### src/rtl/ps_request_arbiter.sv
// Round-robin arbiter sharing one PS request port between NUM_REQ requesters; responses are steered back in order via an ID queue.
// Optional build macro PS_ARB_STATS_EN adds saturating per-requester handshake counters on grant_count.
module ps_request_arbiter #(
    parameter int NUM_REQ         = 4,
    parameter int ADDR_WIDTH      = 32,
    parameter int DATA_WIDTH      = 32,
    parameter int MAX_OUTSTANDING = 8
) (
    input  logic                            clk,
    input  logic                            rst_n,
    input  logic [NUM_REQ-1:0]              req_valid,
    input  logic [NUM_REQ-1:0]              req_write,
    input  logic [NUM_REQ*ADDR_WIDTH-1:0]   req_addr,
    input  logic [NUM_REQ*DATA_WIDTH-1:0]   req_wdata,
    output logic [NUM_REQ-1:0]              req_ready,
    output logic                            ps_valid,
    output logic                            ps_write,
    output logic [ADDR_WIDTH-1:0]           ps_addr,
    output logic [DATA_WIDTH-1:0]           ps_wdata,
    input  logic                            ps_ready,
    input  logic                            rsp_in_valid,
    input  logic [DATA_WIDTH-1:0]           rsp_in_rdata,
    input  logic                            rsp_in_wresp,
    output logic [NUM_REQ-1:0]              rsp_valid,
    output logic [DATA_WIDTH-1:0]           rsp_rdata,
    output logic                            rsp_wresp,
    output logic [$clog2(MAX_OUTSTANDING):0] outstanding,
`ifdef PS_ARB_STATS_EN
    output logic [NUM_REQ*32-1:0]           grant_count,
`endif
    output logic                            err_unexpected
);
    localparam int ID_W  = $clog2(NUM_REQ);
    localparam int PTR_W = $clog2(MAX_OUTSTANDING);
    localparam int CNT_W = PTR_W + 1;

    typedef enum logic {ARB = 1'b0, HOLD = 1'b1} state_t;

    state_t                 state_q, state_d;
    logic [ID_W-1:0]        rr_ptr_q, rr_ptr_d;
    logic [ID_W-1:0]        grant_id_q, grant_id_d;
    logic                   ps_valid_q, ps_valid_d;
    logic                   ps_write_q, ps_write_d;
    logic [ADDR_WIDTH-1:0]  ps_addr_q, ps_addr_d;
    logic [DATA_WIDTH-1:0]  ps_wdata_q, ps_wdata_d;
    logic [PTR_W-1:0]       wr_ptr_q, wr_ptr_d;
    logic [PTR_W-1:0]       rd_ptr_q, rd_ptr_d;
    logic [CNT_W-1:0]       count_q, count_d;
    logic [NUM_REQ-1:0]     rsp_valid_q, rsp_valid_d;
    logic [DATA_WIDTH-1:0]  rsp_rdata_q, rsp_rdata_d;
    logic                   rsp_wresp_q, rsp_wresp_d;
    logic                   err_q, err_d;
    logic [ID_W-1:0]        id_mem_q [MAX_OUTSTANDING];

    logic                   grant_found_s;
    logic [ID_W-1:0]        grant_idx_s;
    logic                   can_grant_s;
    logic                   push_s;
    logic                   pop_s;

    // Round-robin search: first valid requester starting at rr_ptr.
    always_comb begin
        logic [ID_W:0] sum_v;
        grant_found_s = 1'b0;
        grant_idx_s   = '0;
        for (int k = 0; k < NUM_REQ; k++) begin
            sum_v = {1'b0, rr_ptr_q} + (ID_W+1)'(k);
            if (sum_v >= (ID_W+1)'(NUM_REQ)) begin
                sum_v = sum_v - (ID_W+1)'(NUM_REQ);
            end else begin
                sum_v = sum_v;
            end
            if (!grant_found_s && req_valid[sum_v[ID_W-1:0]]) begin
                grant_found_s = 1'b1;
                grant_idx_s   = sum_v[ID_W-1:0];
            end else begin
                grant_found_s = grant_found_s;
            end
        end
    end

    // The full check uses the registered count so a same-cycle pop never admits a grant early.
    assign can_grant_s = (state_q == ARB) && grant_found_s && (count_q < CNT_W'(MAX_OUTSTANDING));
    assign push_s      = (state_q == HOLD) && ps_valid_q && ps_ready;
    assign pop_s       = rsp_in_valid && (count_q != '0);
    assign req_ready   = can_grant_s ? (NUM_REQ'(1) << grant_idx_s) : '0;

    // Next-state logic for the FSM, ID queue and response path.
    always_comb begin
        state_d     = state_q;
        rr_ptr_d    = rr_ptr_q;
        grant_id_d  = grant_id_q;
        ps_valid_d  = ps_valid_q;
        ps_write_d  = ps_write_q;
        ps_addr_d   = ps_addr_q;
        ps_wdata_d  = ps_wdata_q;
        wr_ptr_d    = wr_ptr_q;
        rd_ptr_d    = rd_ptr_q;
        count_d     = count_q;
        rsp_valid_d = '0;
        rsp_rdata_d = rsp_rdata_q;
        rsp_wresp_d = rsp_wresp_q;
        err_d       = err_q;

        case (state_q)
            ARB: begin
                if (can_grant_s) begin
                    state_d    = HOLD;
                    ps_valid_d = 1'b1;
                    ps_write_d = req_write[grant_idx_s];
                    ps_addr_d  = req_addr[int'(grant_idx_s)*ADDR_WIDTH +: ADDR_WIDTH];
                    ps_wdata_d = req_wdata[int'(grant_idx_s)*DATA_WIDTH +: DATA_WIDTH];
                    grant_id_d = grant_idx_s;
                end else begin
                    state_d = ARB;
                end
            end
            HOLD: begin
                if (push_s) begin
                    state_d    = ARB;
                    ps_valid_d = 1'b0;
                    rr_ptr_d   = (grant_id_q == ID_W'(NUM_REQ-1)) ? '0 : grant_id_q + ID_W'(1);
                end else begin
                    state_d = HOLD;
                end
            end
            default: begin
                state_d    = ARB;
                ps_valid_d = 1'b0;
            end
        endcase

        if (push_s) begin
            wr_ptr_d = wr_ptr_q + PTR_W'(1);
        end else begin
            wr_ptr_d = wr_ptr_q;
        end

        if (pop_s) begin
            rd_ptr_d    = rd_ptr_q + PTR_W'(1);
            rsp_valid_d = NUM_REQ'(1) << id_mem_q[rd_ptr_q];
            rsp_rdata_d = rsp_in_rdata;
            rsp_wresp_d = rsp_in_wresp;
        end else begin
            rd_ptr_d = rd_ptr_q;
        end

        case ({push_s, pop_s})
            2'b10:   count_d = count_q + CNT_W'(1);
            2'b01:   count_d = count_q - CNT_W'(1);
            default: count_d = count_q;
        endcase

        if (rsp_in_valid && (count_q == '0)) begin
            err_d = 1'b1;
        end else begin
            err_d = err_q;
        end
    end

    // State and output registers with synchronous reset.
    always_ff @(posedge clk) begin
        if (!rst_n) begin
            state_q     <= ARB;
            rr_ptr_q    <= '0;
            grant_id_q  <= '0;
            ps_valid_q  <= 1'b0;
            ps_write_q  <= 1'b0;
            ps_addr_q   <= '0;
            ps_wdata_q  <= '0;
            wr_ptr_q    <= '0;
            rd_ptr_q    <= '0;
            count_q     <= '0;
            rsp_valid_q <= '0;
            rsp_rdata_q <= '0;
            rsp_wresp_q <= 1'b0;
            err_q       <= 1'b0;
        end else begin
            state_q     <= state_d;
            rr_ptr_q    <= rr_ptr_d;
            grant_id_q  <= grant_id_d;
            ps_valid_q  <= ps_valid_d;
            ps_write_q  <= ps_write_d;
            ps_addr_q   <= ps_addr_d;
            ps_wdata_q  <= ps_wdata_d;
            wr_ptr_q    <= wr_ptr_d;
            rd_ptr_q    <= rd_ptr_d;
            count_q     <= count_d;
            rsp_valid_q <= rsp_valid_d;
            rsp_rdata_q <= rsp_rdata_d;
            rsp_wresp_q <= rsp_wresp_d;
            err_q       <= err_d;
        end
    end

    // ID queue storage; entries are only meaningful below count_q, so no reset is needed.
    always_ff @(posedge clk) begin
        if (push_s) begin
            id_mem_q[wr_ptr_q] <= grant_id_q;
        end
    end

    assign ps_valid       = ps_valid_q;
    assign ps_write       = ps_write_q;
    assign ps_addr        = ps_addr_q;
    assign ps_wdata       = ps_wdata_q;
    assign rsp_valid      = rsp_valid_q;
    assign rsp_rdata      = rsp_rdata_q;
    assign rsp_wresp      = rsp_wresp_q;
    assign outstanding    = count_q;
    assign err_unexpected = err_q;

`ifdef PS_ARB_STATS_EN
    logic [31:0] gcnt_q [NUM_REQ];
    logic [31:0] gcnt_d [NUM_REQ];

    // Saturating per-requester handshake counters.
    always_comb begin
        for (int i = 0; i < NUM_REQ; i++) begin
            if (push_s && (grant_id_q == ID_W'(i)) && (gcnt_q[i] != 32'hFFFF_FFFF)) begin
                gcnt_d[i] = gcnt_q[i] + 32'd1;
            end else begin
                gcnt_d[i] = gcnt_q[i];
            end
            grant_count[i*32 +: 32] = gcnt_q[i];
        end
    end

    // Counter registers.
    always_ff @(posedge clk) begin
        for (int i = 0; i < NUM_REQ; i++) begin
            if (!rst_n) begin
                gcnt_q[i] <= 32'd0;
            end else begin
                gcnt_q[i] <= gcnt_d[i];
            end
        end
    end
`endif

endmodule
### config.mk
export PLATFORM = sky130hd
export DESIGN_NAME = ps_request_arbiter
export DESIGN_NICKNAME = d
export VERILOG_FILES = /design/src/rtl/ps_request_arbiter.sv
export SDC_FILE = /design/constraint.sdc
export NUM_CORES = 1
export LEC_CHECK = 0
export ABC_AREA = 1
export CORE_AREA = 2 2 162 164
export CTS_BUF_LIST = sky130_fd_sc_hd__clkbuf_16
export CTS_CLUSTER_SIZE = 40
export DETAILED_ROUTE_END_ITERATION = 8
export DIE_AREA = 0 0 164 166
export GPL_TIMING_DRIVEN = 0
export PLACE_DENSITY = 0.65
export RECOVER_POWER = 100
export SKIP_LAST_GASP = 1
export SLEW_MARGIN = 20
export SYNTH_ARGS = -nofsm -noshare
export SYNTH_HDL_FRONTEND = slang
export SYNTH_SLANG_ARGS = --single-unit
### constraint.sdc
create_clock -name clk -period 2.9 [get_ports clk]
set_input_delay 0.58 -clock clk [delete_from_list [all_inputs] [get_ports clk]]
set_output_delay 0.58 -clock clk [all_outputs]
set_load 0.02 [all_outputs]
Yosys cells after proc, flatten, opt, wreduce, memory -nomap -nowiden:

Memory sizes are Yosys's and may differ from the RTL's. A register that Yosys moved wholly into a read port is not among the register bits.
Cells that the tools add are included.

* add/subtract/negate cells: 12
* bitwise logic cells: 1
* order comparisons: 10
* reduce and logical (&&, ||, !) cells: 19
* multiplexer cells: 35
* shift operators: 4
* equal/unequal tests: 5

Operator list (count)
* variable part select 128 x 8 -> 32 bit: 2
* two-way mux 2 bit: 9
* less-than comparator 2 x 3 -> 1 bit, second input constant: 5
* two-way mux 1 bit: 15
* binary-select mux 1 bit (select 2 bit): 5
* >= comparator 3 bit, second input constant: 3
* logical AND 1 bit: 9
* case mux 4 bit (2 select lines): 1
* AND reduction 2 bit: 4
* << shifter 1 x 2 -> 4 bit, first input constant: 2
* subtractor 2 x 1 -> 2 bit, second input constant: 4
* adder 2 x 2 -> 3 bit, second input constant: 2
* adder 3 x 1 -> 3 bit, second input constant: 2
* two-way mux 3 bit: 2
* adder 4 x 1 -> 4 bit, second input constant: 1
* == test 2 bit, second input constant: 2
* zero test 4 bit: 1
* less-than comparator 4 bit, second input constant: 1
* two-way mux 4 bit: 1
* case mux 1 bit (2 select lines): 2
* nonzero test 4 bit: 1
* subtractor 4 x 1 -> 4 bit, second input constant: 1
* adder 2 x 1 -> 3 bit, second input constant: 1
* >= comparator 2 x 3 -> 1 bit, second input constant: 1
* other kinds (7): 9

* flip-flop bits (word level): 119
* memory bits (writable): 16
* memories: 1
* word-level logic and storage cells: 101
* bits of input ports: 301

Memories
* id_mem_q: words 8, bits a word 2, read ports 1, clocked after Yosys merged registers in 1, wr ports 1, RTL line 53 `logic [ID_W-1:0] id_mem_q [MAX_OUTSTANDING];`

Logic depth before layout (Yosys ltp):

Gate-level depths: netlist of the first run.

* depth after elaboration: 18
* mapped depth: 17
* gate-level depth less buffers: 15

Worst setup path after synthesis of the first run:

No wires, ideal clock.

* path kind: in2out
* start point: in req_valid[3]
* end point: out req_ready[0]
* data required time: 2.320 ns
* slack: 0.265 ns
* data arrival time: 2.055 ns
* stages on the path: 12
* cells stage by stage: inv_1 nand2_1 nand3_1 nand2_2 nor2_1 nor2_1 nand2_2 nand2_2 buf_6 buf_6 inv_2 nor3_1

* cells in the longest elaborated chain, start to end: 15

RTL lines
* start: declaration: RTL line 11 `input logic [NUM_REQ-1:0] req_valid,`
* binary-select mux 1 bit (select 2 bit): RTL line 73 `if (!grant_found_s && req_valid[sum_v[ID_W-1:0]]) begin`
* two-way mux 1 bit (not written as such): RTL line 73
* two-way mux 1 bit: RTL line 73
* zero test 1 bit: RTL line 73
* logical AND 1 bit: RTL line 73
* two-way mux 1 bit: RTL line 73
* zero test 1 bit: RTL line 73
* logical AND 1 bit: RTL line 73
* two-way mux 1 bit: RTL line 73
* zero test 1 bit: RTL line 73
* logical AND 1 bit: RTL line 73
* two-way mux 1 bit: RTL line 73
* logical AND 1 bit (2 in series): RTL line 83 `assign can_grant_s = (state_q == ARB) && grant_found_s && (count_q < CNT_W'(MAX_OUTSTANDING));`
* two-way mux 4 bit (*): RTL line 86 `assign req_ready = can_grant_s ? (NUM_REQ'(1) << grant_idx_s) : '0;`
* end: declaration: RTL line 15 `output logic [NUM_REQ-1:0] req_ready,`

Every way passes the cells marked *; elsewhere a longest branch is shown, timed or not. The select of a mux whose other input is x is not followed.

Worst setup path after layout of the first run:

* start point: reg rr_ptr_q[0]
* end point: out req_ready[1]

* cells in the longest elaborated chain, start to end: 17

RTL lines
* start: declaration: RTL line 40 `logic [ID_W-1:0] rr_ptr_q, rr_ptr_d;`
* start signal: assignment: RTL line 180 `rr_ptr_q <= rr_ptr_d;`
* branches (longest 16 deep; another with adder 2 x 1 -> 3 bit)
* two-way mux 4 bit (*): RTL line 86

Every way passes the cells marked *. The select of a mux whose other input is x is not followed.

==> insert_results.sql, run 1 <==
INSERT INTO impl_metrics (metric_group, metric, value, unit) VALUES
('logic_synthesis', 'muxShareOfSynthArea', '0.00122', ''),
('detailed_routing', 'drt_iter0_drc', '493', ''),
('pwr', 'switchingPower', '0.00618', 'W'),
('floorplanning', 'dieHeight', '166', 'um'),
('detailed_routing', 'vias', '10053', ''),
('global_route', 'grt_max_degree', '20', ''),
('run', 'maxCapViolations', '0', ''),
('logic_synthesis', 'synth-seq-cells', '138', ''),
('pwr', 'pwr-share-clk', '0.167', ''),
('timing', 'max_clock_freq', '361', 'MHz'),
('pwr', 'maximum_resistive_drop_on_vdd', '398', 'uV'),
('worst_setup_path', 'startpoint', 'rr_ptr_q[0]', ''),
('floorplanning', 'die_w', '164', 'um'),
('run_status', 'outcome', 'completed', ''),
('cells_and_area', 'number_of_filler_instances_in_the_final_layout', '2593', ''),
('clocking', 'cts_num_sinks', '138', ''),
('timing', 'finalCritPeriodShare', '0.956', ''),
('timing', 'layout_min_cycle_time', '2.77', 'ns'),
('placement', 'routability_driven_placement_congestion_ratio', '0.920', ''),
('logic_synthesis', 'post_synth_and_or_nand_nor_area_fraction', '0.419', ''),
('worst_setup_path', 'timing_worst_setup_path_type', 'flip-flop to output port', ''),
('clocking', 'cts-buffers-inserted', '17', ''),
('cells_and_area', 'layout.area.seq', '0.00292', 'mm2'),
('timing', 'timing_max_transition_violations_final', '0', ''),
('timing', 'timing_hold_violations_final', '0', ''),
('cells_and_area', 'layout.cells.non_filler', '2098', ''),
('global_route', 'grt_pass1_vias', '9412', ''),
('pwr', 'cellPowerDensity', '974', 'mW/mm2'),
('cells_and_area', 'final_layout_size_suffix_gt1_frac', '0.0852', ''),
('worst_setup_path', 'critPathMaxFanout', '10', ''),
('pwr', 'comb_power_share', '0.600', ''),
('global_route', 'overflow', '0', ''),
('logic_synthesis', 'complex_gate_fraction_of_the_synthesized_area', '0.107', ''),
('logic_synthesis', 'syn_std_cell_area', '0.00817', 'mm2'),
('timing', 'clock-skew-final', '0.00741', 'ns'),
('logic_synthesis', 'synth-xor-area-share', '0.00214', ''),
('pwr', 'p_leak', '6.66', 'nW'),
('detailed_routing', 'detail_route.first_pass.iterations', '5', ''),
('worst_setup_path', 'worstPathArrival', '2.19', 'ns'),
('logic_synthesis', 'postSynthCellCount', '1306', ''),
('detailed_routing', 'drt-vias-per-instance', '4.79', ''),
('detailed_routing', 'drc', '0', ''),
('placement', 'hpwl', '28800', 'um'),
('cells_and_area', 'multi_input_logic_area', '0.00451', 'mm2'),
('floorplanning', 'floorplan.rows', '59', ''),
('timing', 'fin_ws', '0.129', 'ns'),
('clocking', 'cts.reportedPaths.clkPinSlew', '0.06', 'ns'),
('logic_synthesis', 'synth-seq-area-share', '0.358', ''),
('clocking', 'clock_insertion_delay_at_the_later_pin_of_the_skew_report', '0.43', 'ns'),
('clocking', 'cts-htree-levels', '4', ''),
('floorplanning', 'design.core.area', '0.0256', 'mm2'),
('detailed_routing', 'wire_length_per_cell', '17.3', 'um'),
('timing', 'hold_slack', '0.473', 'ns'),
('worst_setup_path', 'timing.critical_path.to_type', 'output port', ''),
('pwr', 'share_of_power_burned_in_registers', '0.234', ''),
('detailed_routing', 'drt_wl_total', '36300', 'um'),
('placement', 'port-buffer-count', '411', ''),
('floorplanning', 'initial_utilization', '0.319', ''),
('global_route', 'grt_pass1_wl', '53700', 'um'),
('clocking', 'tritoncts_clock_tree', 'built', ''),
('cells_and_area', 'synthToLayoutAreaGrowth', '65.9', '%'),
('worst_setup_path', 'regToRegStartpoint', 'rr_ptr_q[0]', ''),
('cells_and_area', 'layout.nets', '2054', ''),
('logic_synthesis', 'synthesis.nets', '1612', ''),
('pwr', 'netSwitchingFraction', '0.468', ''),
('clocking', 'postCtsHoldBufs', '0', ''),
('min_path', 'class_of_the_tightest_hold_or_removal_check', 'flip-flop to flip-flop', ''),
('global_route', 'gr-usage-all-layers', '0.259', ''),
('detailed_routing', 'postRouteAntennaNets', '0', ''),
('clocking', 'cts.path.max_buffers', '2', ''),
('clocking', 'cts.root.buffer_cell', 'sky130_fd_sc_hd__clkbuf_16', '');
## per-layer routing
metal / GRT usage / up-vias / routed length (um)
met3: 0.0634 / 37 / 2810
met1: 0.304 / 4579 / 14300
met2: 0.468 / 396 / 18300
met4: 0.0675 / 0 / 815
met5: 0 / - / 0
li1: - / 5041 / -
## synth_stat cells, drive strengths merged
library cell | n | area share
ha | 5 | 0.0077
buf | 58 | 0.045
nand2 | 514 | 0.24
o221ai | 1 | 0.0011
dfxtp | 122 | 0.30
nor3 | 1 | 0.00061
or2 | 1 | 0.00077
nor2 | 106 | 0.050
xor2 | 1 | 0.0011
o32ai | 3 | 0.0032
o21a | 65 | 0.060
inv | 95 | 0.044
nand4 | 2 | 0.0015
o21ai | 52 | 0.032
xnor2 | 1 | 0.0011
nand3b | 2 | 0.0018
clkbuf | 35 | 0.016
edfxtp | 16 | 0.059
a21oi | 17 | 0.010
a21o | 1 | 0.00092
mux2i | 1 | 0.0012
nand3 | 207 | 0.13
## per-stage QoR
step                TNS, ns   util  instance area (um2)
global placement      -5.31  0.496                12700
finish                    0  0.529                13600
floorplan                 0      -                 8170
global route        -0.0240  0.529                13600
detailed placement    -6.60  0.496                12700
CTS                       0  0.526                13500
## state kept, by name, indices dropped and copies added (netlist names), named ones only
name	cells
wr_ptr_q	3
rd_ptr_q	3
ps_valid	1
rsp_wresp	1
id_mem_q	16
state_q	1
ps_write	1
ps_addr	32
rr_ptr_q	2
rsp_rdata	32
grant_id_q	2
outstanding	4
rsp_valid	4
err_unexpected	1
ps_wdata	32
## layout make-up
cell class,instances,area share
diodes,2,0.000369
plain buffers,90,0.0389
inverters,95,0.0265
multi-input cells,980,0.333
clock inverters,13,0.00877
repair buffers,426,0.311
clock buffers,19,0.0351
well taps,335,0.0309
flip-flops and latches,138,0.216
## worst max-delay path, cell delays in order, from the launching register on
cell	delay [ns]
sky130_fd_sc_hd__dfxtp_1	0.35
sky130_fd_sc_hd__buf_6	0.16
sky130_fd_sc_hd__nand2_1	0.07
sky130_fd_sc_hd__nand2_2	0.11
sky130_fd_sc_hd__nand2_1	0.07
sky130_fd_sc_hd__nand2_1	0.10
sky130_fd_sc_hd__nor2_1	0.08
sky130_fd_sc_hd__nand2_1	0.07
sky130_fd_sc_hd__nand3_2	0.07
sky130_fd_sc_hd__inv_2	0.07
sky130_fd_sc_hd__nand2_4	0.07
sky130_fd_sc_hd__clkbuf_8	0.16
sky130_fd_sc_hd__buf_4	0.14
sky130_fd_sc_hd__nor2_4	0.12
sky130_fd_sc_hd__buf_6	0.13
## timing repair
item | 4_1_cts | 5_1_grt
setup buffers | 11 | 4
gates resized for setup | 57 | 23
pin swaps | 9 | 12
endpoints found under the hold margin | 0 | 0
setup endpoints to repair | 5 | 4
## cells by family after synthesis
kind of cell | Yosys count
and+or+nand+nor | 833
buffers and inverters | 188
AOI/OAI and AO/OA | 139
DFF | 138
adders and majority gates | 5
xor gates and xnor gates | 2
muxes | 1
## power groups by stage
stage / registers, W / logic [W] / clock network [W]
floorplan: 0.00389 / 0.00381 / 0
finish: 0.00308 / 0.00792 / 0.00220
CTS: 0.00311 / 0.00811 / 0.00225
detailed placement: 0.00315 / 0.00786 / 0
global route: 0.00317 / 0.00871 / 0.00233
global placement: 0.00312 / 0.00783 / 0
## layout by cell type (no fill, tap or decap), drive strengths merged, types with 2 or more instances in the layout
master / synthesis / final
diode: 0 / 2
buf: 58 / 72
a21oi: 17 / 17
nand2: 514 / 514
nand3: 207 / 207
clkdlybuf4s50: 0 / 294
nand3b: 2 / 2
dfxtp: 122 / 122
ha: 5 / 5
o32ai: 3 / 3
nor2: 106 / 106
dlygate4sd3: 0 / 109
dlymetal6s2s: 0 / 2
edfxtp: 16 / 16
o21a: 65 / 65
clkinvlp: 0 / 2
o21ai: 52 / 52
inv: 95 / 102
clkbuf: 35 / 56
dlygate4sd2: 0 / 2
nand4: 2 / 2
clkinv: 0 / 4
## final timing paths
check                                     end  cells after the start  slack (ns)
worst min-delay path            rsp_rdata[30]                      2        0.47
worst max-delay path             req_ready[1]                     14        0.13
worst min register to register  rsp_rdata[30]                      2        0.47
worst max register to register     ps_addr[2]                     19        0.23
No activity file was read; power rests on OpenSTA's default activity.
==> run 2: changes to the inputs <==
--- a/config.mk
+++ b/config.mk
@@ -5,14 +5,14 @@
 export SDC_FILE = /design/constraint.sdc
 export NUM_CORES = 1
 export LEC_CHECK = 0
-export ABC_AREA = 1
-export CORE_AREA = 2 2 162 164
+export CORE_ASPECT_RATIO = 0.7
+export CORE_MARGIN = 1
+export CORE_UTILIZATION = 25
 export CTS_BUF_LIST = sky130_fd_sc_hd__clkbuf_16
 export CTS_CLUSTER_SIZE = 40
 export DETAILED_ROUTE_END_ITERATION = 8
-export DIE_AREA = 0 0 164 166
 export GPL_TIMING_DRIVEN = 0
-export PLACE_DENSITY = 0.65
+export PLACE_DENSITY = 0.54
 export RECOVER_POWER = 100
 export SKIP_LAST_GASP = 1
 export SLEW_MARGIN = 20
==> constraint.sdc (replaced) <==
create_clock -name clk -period 3.1 [get_ports clk]
set_input_delay 0.62 -clock clk [delete_from_list [all_inputs] [get_ports clk]]
set_output_delay 0.62 -clock clk [all_outputs]
set_load 0.02 [all_outputs]
==> run 2 against run 1 <==
Against the previous run: first-iteration DRC count down 13%; global-route usage down 3.9 points; clock skew up 0.0086 ns; largest cell class unchanged; critical path depth down 1; synthesized area down 9.5%; via count down 16%; final cell count down 21%.
==> insert_results.sql, run 2 <==
INSERT INTO impl_metrics (metric_group, metric, value, unit) VALUES
('logic_synthesis', 'top_reg_cell_synth', 'sky130_fd_sc_hd__dfxtp_1', ''),
('logic_synthesis', 'synth-seq-area-share', '0.395', ''),
('worst_setup_path', 'worstPathArrival', '3.31', 'ns'),
('cells_and_area', 'commonest_cells_after_routing_fill_and_taps_aside', 'sky130_fd_sc_hd__clkdlybuf4s50_1 (403), sky130_fd_sc_hd__dfxtp_1 (122), sky130_fd_sc_hd__o21ai_0 (89), sky130_fd_sc_hd__nand2_1 (84), sky130_fd_sc_hd__a221oi_1 (65)', ''),
('worst_setup_path', 'critPathMaxFanout', '10', ''),
('floorplanning', 'die_outline_area', '0.0303', 'mm2'),
('cells_and_area', 'finish.instance_area', '0.0126', 'mm2'),
('logic_synthesis', 'synth.cells.most_frequent', 'sky130_fd_sc_hd__dfxtp_1 (122), sky130_fd_sc_hd__o21ai_0 (89), sky130_fd_sc_hd__nand2_1 (84)', ''),
('global_route', 'gr-usage-all-layers', '0.220', ''),
('floorplanning', 'dieHeight', '146', 'um'),
('worst_setup_path', 'critical_path.max_stage_delay', '0.55', 'ns'),
('detailed_routing', 'detail_route.first_pass.iterations', '5', ''),
('clocking', 'cts.root.buffer_cell', 'sky130_fd_sc_hd__clkbuf_16', ''),
('clocking', 'cts-htree-levels', '4', ''),
('floorplanning', 'ioPinCount', '413', ''),
('run_status', 'outcome', 'completed', ''),
('logic_synthesis', 'synthesis.nets', '1152', ''),
('logic_synthesis', 'synth-seq-cells', '138', ''),
('clocking', 'postCtsHoldBufs', '0', ''),
('logic_synthesis', 'synth_top_area_share', '0.330', ''),
('worst_setup_path', 'timing.critical_path.to_type', 'flip-flop', ''),
('floorplanning', 'die_w', '208', 'um'),
('global_route', 'grt_max_degree', '20', ''),
('pwr', 'maximum_resistive_drop_on_vdd', '336', 'uV'),
('placement', 'routability_driven_placement_congestion_ratio', '0.823', ''),
('worst_setup_path', 'critical_path.slowest_cell', 'sky130_fd_sc_hd__clkdlybuf4s50_1', ''),
('timing', 'finalCritPeriodShare', '0.952', ''),
('logic_synthesis', 'syn_std_cell_area', '0.00739', 'mm2'),
('worst_setup_path', 'reg2reg_to', 'outstanding[2]', ''),
('floorplanning', 'floorplan.rows', '52', ''),
('pwr', 'p_leak', '4.31', 'nW'),
('worst_setup_path', 'crit_chain', 'clkdlybuf4s50_1 > o41ai_2 > buf_4 > inv_1 > buf_2 > clkbuf_4 > ha_2 > xor2_1 > ha_1 > a31oi_1 > xor2_1 > or3_1 > a21boi_1', ''),
('timing', 'total_setup_violations_reported_at_the_end_of_the_flow', '0', ''),
('cells_and_area', 'final_common_cell', 'sky130_fd_sc_hd__clkdlybuf4s50_1', ''),
('worst_setup_path', 'reg2reg_setup_slack', '0.22', 'ns'),
('worst_setup_path', 'timing_worst_setup_path_type', 'input port to flip-flop', ''),
('placement', 'hpwl', '26700', 'um'),
('timing', 'worstMarginPinSlew', '0.751', 'ns'),
('logic_synthesis', 'yosysWarnings', '0', ''),
('worst_setup_path', 'worstRegToRegCells', '12', ''),
('timing', 'max_clock_freq', '339', 'MHz'),
('floorplanning', 'initial_utilization', '0.255', ''),
('detailed_routing', 'postRouteAntennaNets', '0', ''),
('timing', 'setup_repair_after_global_routing_missed_its_margin', 'true', ''),
('logic_synthesis', 'ys_top_cells_by_area', 'sky130_fd_sc_hd__dfxtp_1 (33%), sky130_fd_sc_hd__a221oi_1 (7.7%), sky130_fd_sc_hd__edfxtp_1 (6.5%)', ''),
('cells_and_area', 'number_of_filler_instances_in_the_final_layout', '2949', ''),
('worst_setup_path', 'kind_of_cell_adding_the_most_delay_to_the_critical_path', 'buffers and inverters', ''),
('worst_setup_path', 'crit_buf_inv', '5', ''),
('logic_synthesis', 'synth_edf_count', '16', ''),
('timing', 'clock-skew-final', '0.0160', 'ns'),
('clocking', 'cts_num_sinks', '138', ''),
('cells_and_area', 'multi_input_logic_area', '0.00403', 'mm2'),
('detailed_routing', 'vias', '8465', ''),
('clocking', 'cts-buffers-inserted', '17', ''),
('detailed_routing', 'drc', '0', ''),
('cells_and_area', 'diodes', '0', ''),
('clocking', 'cts.reportedPaths.clkPinSlew', '0.06', 'ns'),
('clocking', 'clock_insertion_delay_at_the_later_pin_of_the_skew_report', '0.43', 'ns'),
('clocking', 'cts.path.max_buffers', '2', ''),
('logic_synthesis', 'post_synthesis_cell_type_count', '48', ''),
('global_route', 'grt_pass1_wl', '50900', 'um'),
('logic_synthesis', 'post-synth-top-count-cell', 'sky130_fd_sc_hd__dfxtp_1', ''),
('logic_synthesis', 'synth_top_area_cell', 'sky130_fd_sc_hd__dfxtp_1', ''),
('min_path', 'class_of_the_tightest_hold_or_removal_check', 'flip-flop to flip-flop', ''),
('worst_setup_path', 'cp-start-kind', 'input port', ''),
('pwr', 'cellPowerDensity', '573', 'mW/mm2'),
('cells_and_area', 'post-route-util', '0.433', ''),
('detailed_routing', 'drt_wl_total', '33800', 'um'),
('timing', 'layout_min_cycle_time', '2.95', 'ns'),
('timing', 'timing_max_transition_violations_final', '0', ''),
('floorplanning', 'design.core.area', '0.0290', 'mm2'),
('detailed_routing', 'drt_iter0_drc', '430', ''),
('worst_setup_path', 'required', '3.45', 'ns'),
('worst_setup_path', 'regToRegStartpoint', 'outstanding[3]', ''),
('placement', 'dpl-instance-area', '0.0120', 'mm2'),
('global_route', 'grt_pass1_vias', '8449', ''),
('min_path', 'min_delay_path_depth', '2', ''),
('timing', 'slew_headroom', '0.499', ''),
('logic_synthesis', 'synth-async-reset-ratio', '0', ''),
('global_route', 'overflow', '0', ''),
('worst_setup_path', 'worst_path_most_repeated_cell', 'sky130_fd_sc_hd__xor2_1', ''),
('cells_and_area', 'synthToLayoutAreaGrowth', '69.8', '%'),
('pwr', 'post-layout-total-power', '0.00719', 'W'),
('logic_synthesis', 'mapped_avg_cell_area', '8.74', 'um2'),
('placement', 'port-buffer-count', '409', ''),
('clocking', 'tritoncts_clock_tree', 'built', ''),
('min_path', 'worst_hold_path.endpoint', 'rsp_rdata[23]', ''),
('global_route', 'initial_antenna_violation_count', '0', ''),
('cells_and_area', 'layout.nets', '1575', ''),
('cells_and_area', 'layout.area.seq', '0.00292', 'mm2'),
('run', 'maxCapViolations', '0', ''),
('detailed_routing', 'wire_length_per_cell', '20.4', 'um'),
('timing', 'timing_hold_violations_final', '0', ''),
('logic_synthesis', 'postSynthCellCount', '846', ''),
('min_path', 'hold_path_startpoint', 'rsp_rdata[23]', ''),
('detailed_routing', 'drt-vias-per-instance', '5.10', ''),
('cells_and_area', 'final_layout_size_suffix_gt1_frac', '0.0702', '');
run 2: cell count changes after synthesis, sizes merged, moves of 26 or more:
| cell | before | now |
|---|---|---|
| clkbuf | 35 | 61 |
| a221oi | 0 | 65 |
| o21a | 65 | 0 |
| nor4b | 0 | 50 |
| inv | 95 | 5 |
| o21ai | 52 | 118 |
| nor2 | 106 | 13 |
| a21oi | 17 | 56 |
| o31a | 0 | 50 |
| nand3 | 207 | 2 |
| nand2 | 514 | 84 |
| a21boi | 0 | 42 |
run 2: layer usage:
layer  vias to the layer above  routed length (um)  GRT usage  share of wire
li1                       4100                   -          -              -
met1                      4061               16200      0.300           0.48
met2                       266               15100      0.345           0.45
met3                        38                1880     0.0507          0.055
met4                         0                 663     0.0660          0.020
met5                         -                   0          0              0
run 2: report_power, final:
part	total, W	switching (W)	leakage (nW)	internal (W)
Clock	0.00206	0.000871	0.287	0.00119
Combinational	0.00283	0.00150	2.88	0.00133
Sequential	0.00231	0.000195	1.15	0.00211
Total	0.00719	0.00257	4.31	0.00463
run 2: layout make-up:
type / count / area share
Buffer: 96 / 0.0351
Clock buffer: 17 / 0.0339
Clock inverter: 15 / 0.0118
Inverter: 5 / 0.00149
Multi-Input combinational cell: 601 / 0.321
Sequential cell: 138 / 0.233
Tap cell: 378 / 0.0377
Timing Repair Buffer: 410 / 0.326
run 2: stage by stage:
step                      hold slack, ns  setup slack [ns]  setup TNS, ns  instances
after global placement             0.451            -0.866          -4.15       1633
after detailed placement           0.459            -0.903          -4.23       1633
after global routing               0.487           -0.0216        -0.0216       1660
after floorplan                    0.463             0.326              0        846
final                              0.465             0.150              0       1660
after CTS                          0.468           -0.0388        -0.0517       1660
run 2: worst max-delay path by stage:
stage | from | to | slack [ns] | cells after the start
finish | rsp_in_valid | outstanding[2] | 0.15 | 13
floorplan | outstanding[3] | outstanding[2] | 0.33 | 13
global route | rsp_in_valid | outstanding[3] | -0.02 | 12
global placement | req_valid[2] | req_ready[3] | -0.87 | 8
CTS | req_valid[1] | req_ready[3] | -0.04 | 7
detailed placement | req_valid[2] | req_ready[3] | -0.90 | 8
run 2: logic make-up (layout without fill, tap and decap cells):
family | Yosys count | in the layout | share of synthesized area
mux | 23 | 23 | 0.0379
simple gates | 187 | 187 | 0.141
buf+inv | 107 | 543 | 0.0628
compound gates | 379 | 379 | 0.346
xor+xnor | 7 | 7 | 0.00829
flops | 138 | 138 | 0.395
fa+ha+maj | 5 | 5 | 0.00846
run 2: repair_timing:
action,CTS,global route
endpoints found under the setup margin,6,5
setup buffers,1,0
resized for setup,20,7
run 2: worst min-delay path, stage by stage (launching register included):
cell                       delay [ns]
sky130_fd_sc_hd__dfxtp_1         0.31
sky130_fd_sc_hd__nand2_1         0.05
sky130_fd_sc_hd__a21boi_0        0.06
